## config.mk

```make
export PLATFORM = sky130hd
export DESIGN_NAME = button_event
export DESIGN_NICKNAME = d
export VERILOG_FILES = /design/src/rtl/timer_pkg.sv /design/src/rtl/hold_counter.sv /design/src/rtl/button_event.sv
export SDC_FILE = /design/constraint.sdc
export NUM_CORES = 1
export LEC_CHECK = 0
export ABC_AREA = 1
export BUFFER_PORTS_ARGS = -buffer_cell sky130_fd_sc_hd__buf_2
export CAP_MARGIN = 20
export CORE_AREA = 2 2 68 70
export CTS_CLUSTER_SIZE = 40
export DETAILED_ROUTE_END_ITERATION = 10
export DIE_AREA = 0 0 70 72
export PLACE_DENSITY = 0.82
export SLEW_MARGIN = 15
export SYNTH_ARGS = -nofsm -noshare
export SYNTH_HDL_FRONTEND = slang
export SYNTH_HIERARCHICAL = 1
export SYNTH_SLANG_ARGS = --single-unit
```

## constraint.sdc

```tcl
create_clock -name clk -period 5.4 [get_ports clk]
set_input_delay 1.62 -clock clk [delete_from_list [all_inputs] [get_ports clk]]
set_output_delay 1.62 -clock clk [all_outputs]
set_load 0.03 [all_outputs]
```

## src/rtl/timer_pkg.sv

```systemverilog
// Shared definitions for the 4-digit 7-segment timer: button FSM state
// encodings, system clock constants and millisecond/tick conversion helpers.
package timer_pkg;

  typedef enum logic [1:0] {
    S_ARM   = 2'd0,
    S_IDLE  = 2'd1,
    S_PRESS = 2'd2,
    S_HELD  = 2'd3
  } state_t;

  localparam int unsigned C_CLKFREQ   = 100_000_000;
  localparam int unsigned C_LONG_MS   = 1000;
  localparam int unsigned C_REPEAT_MS = 200;

  // Clock cycles in the given number of milliseconds.
  function automatic int unsigned ms_to_ticks(input int unsigned ms);
    return (C_CLKFREQ / 1000) * ms;
  endfunction

  // Clock cycles in the given number of microseconds.
  function automatic int unsigned us_to_ticks(input int unsigned us);
    return (C_CLKFREQ / 1_000_000) * us;
  endfunction

endpackage

```

## src/rtl/hold_counter.sv

```systemverilog
// Clearable, enable-gated up-counter with a terminal-count compare output.
// Clear has priority over enable; the compare value is supplied by the user.
module hold_counter #(
  parameter int unsigned CNT_W = 32
) (
  input  logic             clk,
  input  logic             rst_n,
  input  logic             i_clr,
  input  logic             i_en,
  input  logic [CNT_W-1:0] i_tc,
  output logic             o_tc
);

  logic [CNT_W-1:0] r_cnt;

  // Count register: synchronous reset, then clear, then increment.
  always_ff @(posedge clk) begin
    // NOTE: state registers use non-blocking assignments so every flop
    // samples pre-edge values regardless of block evaluation order.
    if (!rst_n)     r_cnt <= '0;
    else if (i_clr) r_cnt <= '0;
    else if (i_en)  r_cnt <= r_cnt + 1'b1;
  end

  assign o_tc = (r_cnt == i_tc);

endmodule

```

## src/rtl/button_event.sv

```systemverilog
// Turns a debounced button level into single-cycle press / release /
// short-click / long-press / auto-repeat pulses plus a held level.
module button_event
  import timer_pkg::*;
#(
  parameter int unsigned LONG_TICKS   = ms_to_ticks(C_LONG_MS),
  parameter int unsigned REPEAT_TICKS = ms_to_ticks(C_REPEAT_MS),
  parameter bit          REPEAT_EN    = 1'b1,
  parameter int unsigned CNT_W        = 32
) (
  input  logic clk,
  input  logic rst_n,
  input  logic btn_i,
  output logic press_o,
  output logic release_o,
  output logic short_o,
  output logic long_o,
  output logic repeat_o,
  output logic held_o
);

  localparam logic [CNT_W-1:0] L_LONG_TC   = CNT_W'(LONG_TICKS - 1);
  localparam logic [CNT_W-1:0] L_REPEAT_TC = CNT_W'(REPEAT_TICKS - 1);

  state_t           r_state;
  logic             r_press, r_release, r_short, r_long, r_repeat, r_held;
  logic             w_clr, w_en, w_tc;
  logic [CNT_W-1:0] w_tc_val;

  hold_counter #(.CNT_W(CNT_W)) u_hold_counter (
    .clk   (clk),
    .rst_n (rst_n),
    .i_clr (w_clr),
    .i_en  (w_en),
    .i_tc  (w_tc_val),
    .o_tc  (w_tc)
  );

  // Counter control: select the threshold for the current state and decide
  // whether the hold counter clears, counts, or (repeat disabled) saturates.
  always_comb begin
    // NOTE: every output of this block gets a default first so no path
    // leaves it unassigned, which would infer a latch.
    w_clr    = 1'b0;
    w_en     = 1'b0;
    w_tc_val = (r_state == S_HELD) ? L_REPEAT_TC : L_LONG_TC;
    case (r_state)
      S_PRESS: begin
        if (!btn_i || w_tc) w_clr = 1'b1;
        else                w_en  = 1'b1;
      end
      S_HELD: begin
        if (!btn_i)    w_clr = 1'b1;
        else if (w_tc) w_clr = REPEAT_EN;
        else           w_en  = 1'b1;
      end
      default: w_clr = 1'b1;
    endcase
  end

  // Button FSM with registered event pulses and held level.
  always_ff @(posedge clk) begin
    if (!rst_n) begin
      r_state   <= S_ARM;
      r_press   <= 1'b0;
      r_release <= 1'b0;
      r_short   <= 1'b0;
      r_long    <= 1'b0;
      r_repeat  <= 1'b0;
      r_held    <= 1'b0;
    end else begin
      r_press   <= 1'b0;
      r_release <= 1'b0;
      r_short   <= 1'b0;
      r_long    <= 1'b0;
      r_repeat  <= 1'b0;
      case (r_state)
        S_ARM: begin
          if (!btn_i) r_state <= S_IDLE;
        end
        S_IDLE: begin
          if (btn_i) begin
            r_state <= S_PRESS;
            r_press <= 1'b1;
          end
        end
        S_PRESS: begin
          if (!btn_i) begin
            r_release <= 1'b1;
            r_short   <= 1'b1;
            r_state   <= S_IDLE;
          end else if (w_tc) begin
            r_long  <= 1'b1;
            r_held  <= 1'b1;
            r_state <= S_HELD;
          end
        end
        S_HELD: begin
          if (!btn_i) begin
            r_release <= 1'b1;
            r_held    <= 1'b0;
            r_state   <= S_IDLE;
          end else if (REPEAT_EN && w_tc) begin
            r_repeat <= 1'b1;
          end
        end
        default: begin
          r_state <= S_ARM;
          r_held  <= 1'b0;
        end
      endcase
    end
  end

  assign press_o   = r_press;
  assign release_o = r_release;
  assign short_o   = r_short;
  assign long_o    = r_long;
  assign repeat_o  = r_repeat;
  assign held_o    = r_held;

endmodule
```

* Word-level counts from Yosys, hierarchy flattened
Cells that the tools add are included.
** Operators by class
- Shift-type cells :: 0
- Div/mod/pow operators :: 0
- Add/subtract/negate cells :: 1
- $mul :: 0
- Eq/ne operators :: 10
- Reductions and logical operators :: 13
- Bitwise operators :: 1
- Multiplexer cells :: 21
- Order comparisons :: 0
** Operator list (number)
- adder 32 x 1 -> 32 bit (second input constant) :: 1
- == test 32 x 27 -> 1 bit :: 1
- two-way mux 27 bit :: 1
- two-way mux 1 bit :: 12
- != test 2 bit (second input constant) :: 5
- two-way mux 2 bit :: 4
- AND reduction 2 bit :: 4
- case mux 1 bit (2 select lines) :: 3
- case mux 2 bit (3 select lines) :: 1
- OR reduction 2 bit :: 3
- == test 2 bit (second input constant) :: 2
- AND reduction 4 bit :: 1
- != test 3 bit (second input constant) :: 1
- AND reduction 3 bit :: 1
- == test 2 x 1 -> 1 bit (second input constant) :: 1
- zero test 2 bit :: 1
- nonzero test 2 bit :: 1
- zero test 1 bit :: 1
- logical OR 1 bit :: 1
- NOT 1 bit :: 1
** Storage, ports and cells
- Bits in read-only memories :: 0
- Flip-flop bits (word level) :: 40
- Bits of input ports :: 3
- Memory bits (writable) :: 0
- Output and inout port bits :: 6
- Latch bits :: 0
- Memories :: 0

* Depth between registers and ports, before layout
Gate-level depths: netlist of run 1.
- Depth after elaboration :: 7
- Gate-level depth with buffers :: 20

* Cells and area by module
The synthesis of run 1 kept the hierarchy.
** By module, submodules not included
- hold_counter :: cells an instance 371, instances 1, sequential area each 640.6 um^2, area an instance 2287.2 um^2
- button_event :: cells an instance 61, instances 1, sequential area each 160.2 um^2, area an instance 427.9 um^2

* Least setup slack after synthesis of run 1
No wires, ideal clock.
- Path kind :: in2reg
- Start :: input port btn_i
- End :: register u_hold_counter.r_cnt[10]
- Data required time :: 5284 ps
- Data arrival time :: 2775 ps
- Stages on the path :: 10
- Slack :: 2510 ps
- Path through :: inv_2 > nor4_1 > buf_4 > nand2_4 > nor2_8 > nand2_4 > nor2_4 > nand2_1 > o21ai_0 > nor2_1
** On the way
- Elaborated cells on any way between the ends :: 9
- Those cells by class :: 6 x mux; 3 x reduce/logical
** RTL lines
- start: declaration :: RTL line button_event.sv:13 : input logic btn_i,
- zero test 1 bit
- logical OR 1 bit :: RTL line button_event.sv:49 : if (!btn_i || w_tc) w_clr = 1'b1;
- two-way mux 1 bit :: RTL line button_event.sv:49
- case mux 1 bit (2 select lines) (*) :: RTL line button_event.sv:47 : case (r_state)
- named net w_en :: RTL line button_event.sv:27 : logic w_clr, w_en, w_tc;
- end signal: assignment :: RTL line hold_counter.sv:22 : else if (i_en) r_cnt <= r_cnt + 1'b1;
- end: declaration :: RTL line hold_counter.sv:14 : logic [CNT_W-1:0] r_cnt;
The timed path passes the listed nets; every way through them passes the cells marked *.
A chain may end at the register's enable or synchronous reset.

* Worst setup path after layout of run 1
Same ends and word-level chain as after synthesis.

==> impl_metrics.csv, run 1 <==
group,metric,value,unit
synthesis,yosys.area.top_type,"dfxtp_1",
sta,tightestPinTransition,0.805,ns
synthesis,yosysWarnings,6,
cts,htreeDepth,2,
power,power_switching,0.242,mW
finish,stdcell_count,519,
power,clock_power_share,28.7,%
synthesis,ys_seq_area_share,29.5,%
floorplan,ios,9,
sta,finalHoldViolCount,0,
setup_path,rrSetupSlack,2.38,ns
floorplan,num_rows,24,
detailed_routing,postRouteAntennaNets,0,
finish,fin_area,0.00299,mm^2
outcome,status,"finished clean",
sta,holdWs,0.539,ns
detailed_routing,vias,2619,
cts,clockBufferDepth,2,
sta,fin_ws,2.21,ns
cts,clk_pin_slew,0.08,ns
setup_path,cp_max_fo,10,
finish,final_core_util,70.1,%
setup_path,worstSetupPathType,"in -> reg",
floorplan,coreArea,0.00426,mm^2
cts,cts_tree,"done",
sta,rsz0062_at_grt,"no",
sta,setup_viol,0,
power,cellLeakagePower,1.43,nW
detailed_routing,drc,0,
hold_path,worstHoldPathCells,2,
synthesis,synth.area.top_cells,"dfxtp_1, nand2_1, nor2_1",
floorplan,die_y,72,um
sta,tns,0,ns
cts,ctsHoldBuffers,0,
setup_path,startpoint,"btn_i",
synthesis,synth_top_area_share,29.5,%
power,vdd_drop_max,0.225,mV
placed_design,placed_cells,511,
power,p_seq_share,44.2,%
synthesis,synth_cells,432,
sta,layout_min_cycle_time,3.19,ns
cts,clock_tree.root_cell,"clkbuf_8",
power,p_per_area,240,mW/mm^2
cts,cts_sinks,40,
detailed_routing,drtIter0Drc,141,
placed_design,io_buffers,8,
synthesis,yosysUniqueCellTypes,28,
cts,clkLatencyLatePin,0.29,ns
global_route,grt_overflow_total,0,
sta,finClkSkew,0.00546,ns
sta,post-route-period-util,59.0,%
detailed_routing,wire_per_inst,10.9,um
detailed_routing,firstDrtPassIters,5,
global_route,antenna_found_initial,0,
setup_path,end_kind,"flop",
setup_path,r2r-end,"u_hold_counter/r_cnt[10]$_SDFFE_PP0P_",
floorplan,dieWidth,70,um
finish,final_nets,475,
synthesis,yosysMostFrequentCell,"nand2_1",
floorplan,die_area,0.00504,mm^2
global_route,grt_pass1_vias,2323,
sta,fmax,0.314,GHz
synthesis,synth-seq-cells,40,
synthesis,syn_area,0.00272,mm^2
finish,area_growth,10.1,%
placed_design,placed_cell_area,0.00289,mm^2
placed_design,gp_routability_congestion,0.859,
power,power.internal,0.475,mW
power,p_comb_share,27.2,%
detailed_routing,drt-vias-per-instance,5.05,
placed_design,dpl_worst_slack,1.64,ns
global_route,grt_pass1_wl,9540,um
global_route,gr-usage-all-layers,23.5,%
cts,post_cts_resized,0,
synthesis,synth_edf_count,0,
sta,drv_slew,0,
hold_path,whs_endpoint,"u_hold_counter/r_cnt[3]$_SDFFE_PP0P_",
sta,max_slew_margin,46.3,%
power,power.total,0.716,mW
placed_design,hpwl,4380,um
synthesis,ys_async_sr_fraction,0,%
setup_path,start_kind,"primary input",
global_route,grt_max_degree,21,
power,swShare,33.8,%
setup_path,r2r-start,"r_state[0]$_SDFFE_PN0P_",
hold_path,worstHoldStart,"u_hold_counter/r_cnt[3]$_SDFFE_PP0P_",
setup_path,arrival,3.37,ns
synthesis,ys_top_cells_by_count,"nand2_1, nor2_1, inv_1",
synthesis,syn_avg_cell_area,6.28,um^2
finish,diodes,0,
detailed_routing,wirelength,5660,um
floorplan,start_util,63.7,%
job,maxCapViolations,0,
hold_path,hold_class,"reg -> reg",
cts,cts_buffers,5,
finish,drive_gt1_share,8.35,%
synthesis,synthFlopType,"dfxtp_1",
setup_path,rr_worst_depth,16,
cts,postCtsSetupBuffers,0,
setup_path,worstPathRequired,5.58,ns
layout make-up:
class	instances	area, um^2
Multi-Input combinational cell	345	1740
Sequential cell	40	801
Clock buffer	8	90.1
Inverter	65	244
Timing Repair Buffer	9	47.5
Fill cell	383	1270
Tap cell	52	65.1
power groups by stage:
stage	logic, mW	registers [mW]	clock network [mW]
final	0.195	0.316	0.205
after global routing	0.222	0.318	0.220
after CTS	0.191	0.316	0.211
after detailed placement	0.189	0.323	0
after global placement	0.183	0.323	0
after floorplan	0.145	0.328	0
worst max path at each step:
stage | endpoint | slack [ns]
floorplan | u_hold_counter/r_cnt[10]$_SDFFE_PP0P_ | 2.51
global placement | u_hold_counter/r_cnt[10]$_SDFFE_PP0P_ | 1.75
detailed placement | u_hold_counter/r_cnt[10]$_SDFFE_PP0P_ | 1.64
CTS | u_hold_counter/r_cnt[10]$_SDFFE_PP0P_ | 1.93
global route | u_hold_counter/r_cnt[27]$_SDFFE_PP0P_ | 2.03
finish | u_hold_counter/r_cnt[10]$_SDFFE_PP0P_ | 2.21
logic make-up after synthesis:
group | after synthesis | share of synthesized area, %
flip-flops | 40 | 29.5
buffers and inverters | 74 | 10.7
XOR/XNOR | 25 | 8.06
adder cells (fa/ha/maj) | 6 | 2.76
other | 2 | 0.277
AO/OA/AOI/OAI | 29 | 5.44
AND/OR/NAND/NOR | 256 | 43.2
flip-flops by register name, indices dropped and copies added (netlist names):
signal and flops:
release_o 1, repeat_o 1, r_state 2, held_o 1
long_o 1, u_hold_counter/r_cnt 32, short_o 1, press_o 1
critical path, cell delays in order:
cell,delay [ns]
buf_2,0.15
inv_2,0.08
nor4_4,0.66
nand2_4,0.14
nor2_8,0.17
nand2_4,0.10
nor2_4,0.14
nand2_1,0.08
o21ai_0,0.16
nor2_1,0.05
layout by cell type (no fill, tap or decap):
cell type	netlist	routed
nor4_4	0	1
o21ai_0	9	9
nor2_1	85	84
nor3b_1	1	1
clkbuf_8	0	6
nand3b_4	1	1
nand3_2	2	2
inv_2	3	3
nand2_4	2	2
nand2_2	3	3
buf_2	5	8
conb_1	2	29
nand3b_1	1	1
clkbuf_1	2	2
nand3_1	28	28
and2_1	1	1
xor2_1	25	25
nand4_1	8	8
buf_4	2	1
nor3_1	7	7
nor2_2	3	4
nand2_1	105	105
nor2_4	6	6
ha_1	6	6
dfxtp_1	40	40
a21oi_1	19	19
inv_1	62	62
nor2_8	2	2
o211ai_1	1	1
routing by layer:
metal	track usage, %	part of all wire, %	routed length [um]	up-vias
met5	0	0	0	-
met4	12.2	2.4	136	0
met3	3.47	5.2	295	18
met2	40.8	47	2640	89
met1	28.3	46	2580	1152
li1	-	-	-	1360
(Power assumes the default switching activity.)
==> run 2, diff against run 1 <==
--- a/config.mk
+++ b/config.mk
@@ -8,11 +8,11 @@
 export ABC_AREA = 1
 export BUFFER_PORTS_ARGS = -buffer_cell sky130_fd_sc_hd__buf_2
 export CAP_MARGIN = 20
-export CORE_AREA = 2 2 68 70
+export CORE_AREA = 2 2 73 75
 export CTS_CLUSTER_SIZE = 40
 export DETAILED_ROUTE_END_ITERATION = 10
-export DIE_AREA = 0 0 70 72
-export PLACE_DENSITY = 0.82
+export DIE_AREA = 0 0 75 77
+export PLACE_DENSITY = 0.75
 export SLEW_MARGIN = 15
 export SYNTH_ARGS = -nofsm -noshare
 export SYNTH_HDL_FRONTEND = slang
==> constraint.sdc (replaced) <==
create_clock -name clk -period 2.8 [get_ports clk]
set_input_delay 0.84 -clock clk [delete_from_list [all_inputs] [get_ports clk]]
set_output_delay 0.84 -clock clk [all_outputs]
set_load 0.03 [all_outputs]
==> impl_metrics.csv, run 2 (same netlist as run 1, synthesis figures left out) <==
group,metric,value,unit
finish,area_growth,14.4,%
cts,htreeDepth,2,
finish,fillerInstances,501,
placed_design,placed_cells,530,
finish,stdcell_count,543,
sta,max_slew_margin,65.7,%
finish,final_nets,482,
finish,largest_reg_flops,32,
finish,drive_gt1_share,11.0,%
setup_path,path_cells,"ha_1 -> clkinvlp_4 -> buf_2 -> buf_4 -> nand2_1 -> nand2_1 -> nor2_1 -> nand2_1 -> nor2_1 -> nand2_1 -> nor2_2 -> nor2_1 -> o21ai_0 -> nor2_4 -> buf_4 -> o21ai_1 -> nor2_1",
detailed_routing,firstDrtPassIters,5,
sta,setup_viol,0,
cts,clkLatencyLatePin,0.29,ns
global_route,grt_overflow_total,0,
cts,clk_pin_slew,0.07,ns
hold_path,hold_class,"reg -> reg",
sta,finClkSkew,0.00731,ns
finish,fin_area,0.00311,mm^2
detailed_routing,met3_length,202,um
detailed_routing,wl_met1,2580,um
floorplan,die_area,0.00578,mm^2
cts,clockBufferDepth,2,
finish,layout_common_cells,"nand2_1, nor2_1, inv_1, dfxtp_1, conb_1",
sta,tightestPinTransition,0.513,ns
floorplan,dieWidth,75,um
power,power.total,1.44,mW
global_route,antenna_found_initial,0,
floorplan,ios,9,
setup_path,slowest_delay,0.38,ns
outcome,status,"finished clean",
finish,mostFrequentLayoutCell,"nand2_1",
finish,diodes,0,
sta,tns,0,ns
placed_design,gp_routability_congestion,0.815,
cts,cts_sinks,40,
finish,reg.largest.list,"u_hold_counter/r_cnt (32), r_state (2)",
setup_path,start_kind,"flop",
power,p_per_area,464,mW/mm^2
sta,post-route-period-util,93.8,%
detailed_routing,postRouteAntennaNets,0,
setup_path,cp_max_fo,20,
detailed_routing,drtIter0Drc,164,
detailed_routing,top_layer_used,"met4",
job,maxCapViolations,0,
cts,cts_tree,"done",
setup_path,end_kind,"flop",
setup_path,r2r-start,"r_state[1]$_SDFFE_PN0P_",
sta,drv_slew,0,
placed_design,io_buffers,8,
detailed_routing,wl_met2,3020,um
floorplan,start_util,54.6,%
placed_design,dpl_worst_slack,0.0638,ns
finish,final_core_util,62.4,%
detailed_routing,drt-vias-per-instance,4.75,
setup_path,critical_path.slowest_cell,"dfxtp_2",
power,cellLeakagePower,1.46,nW
sta,holdWs,0.532,ns
global_route,grt_pass1_vias,2307,
floorplan,coreArea,0.00498,mm^2
cts,clock_tree.root_cell,"clkbuf_8",
sta,finalHoldViolCount,0,
hold_path,worstHoldStart,"u_hold_counter/r_cnt[1]$_SDFFE_PP0P_",
floorplan,die_y,77,um
placed_design,placed_cell_area,0.00292,mm^2
setup_path,worstSetupPathType,"reg -> reg",
power,vdd_drop_max,0.451,mV
detailed_routing,vias,2577,
setup_path,arrival,2.82,ns
setup_path,startpoint,"r_state[1]$_SDFFE_PN0P_",
global_route,gr-usage-all-layers,21.8,%
detailed_routing,wire_per_inst,10.7,um
setup_path,worstPathRequired,2.99,ns
global_route,grt_pass1_wl,9890,um
floorplan,num_rows,26,
global_route,grt_max_degree,21,
detailed_routing,drc,0,
sta,layout_min_cycle_time,2.63,ns
placed_design,hpwl,4340,um
cts,cts_buffers,5,
sta,fin_ws,0.172,ns
sta,fmax,0.381,GHz
detailed_routing,wirelength,5830,um
finish,largest-register,"u_hold_counter/r_cnt",
-- run 2: cell types whose count changed in the layout (fill, tap and decap cells not counted), moves of 2 or more --
| cell | delta |
|---|---|
| nor2_4 | +3 |
| clkbuf_1 | -2 |
| dfxtp_2 | +2 |
| buf_4 | +5 |
| dfxtp_1 | -2 |
| nor2_2 | -2 |
-- run 2: metal layers --
layer / vias up / global-route usage [%]
met5: - / 0
li1: 1377 / -
met4: 0 / 5.71
met1: 1159 / 26.6
met2: 39 / 37.6
met3: 2 / 4.86
-- run 2: timing repair --
item,4_1_cts,5_1_grt
hold buffers,0,0
resized for setup,0,11
setup buffers,0,6
setup endpoints to repair,0,28
-- run 2: final timing paths --
| check | to | depth (start not counted) | slack (ns) |
|---|---|---|---|
| setup reg to reg | u_hold_counter/r_cnt[10]$_SDFFE_PP0P_ | 17 | 0.17 |
| hold / removal | u_hold_counter/r_cnt[1]$_SDFFE_PP0P_ | 2 | 0.53 |
| hold reg to reg | u_hold_counter/r_cnt[1]$_SDFFE_PP0P_ | 2 | 0.53 |
| setup / recovery | u_hold_counter/r_cnt[10]$_SDFFE_PP0P_ | 17 | 0.17 |
-- run 2: where the power goes --
group          switching [mW]  leakage [nW]  total (mW)  internal [mW]
Sequential             0.0202         0.323       0.612          0.591
Clock                   0.199        0.0503       0.419          0.220
Combinational           0.256          1.08       0.411          0.155
-- run 2: cell type report --
cell class	count	area, um^2	area share [%]
multi-input combinational	345	1760	56.7
clock buffer	7	96.3	3.10
timing repair buffer	16	110	3.54
sequential	40	803	25.9
inverter	65	248	7.97
tap	70	87.6	2.82
-- run 2: critical path: cells and delay by family, from the launching register on --
kind | cells | cell delay (ns)
DFF | 1 | 0.38
buffers and inverters | 4 | 0.65
and+or+nand+nor | 10 | 0.91
AOI/OAI and AO/OA | 2 | 0.36
adders and majority gates | 1 | 0.22
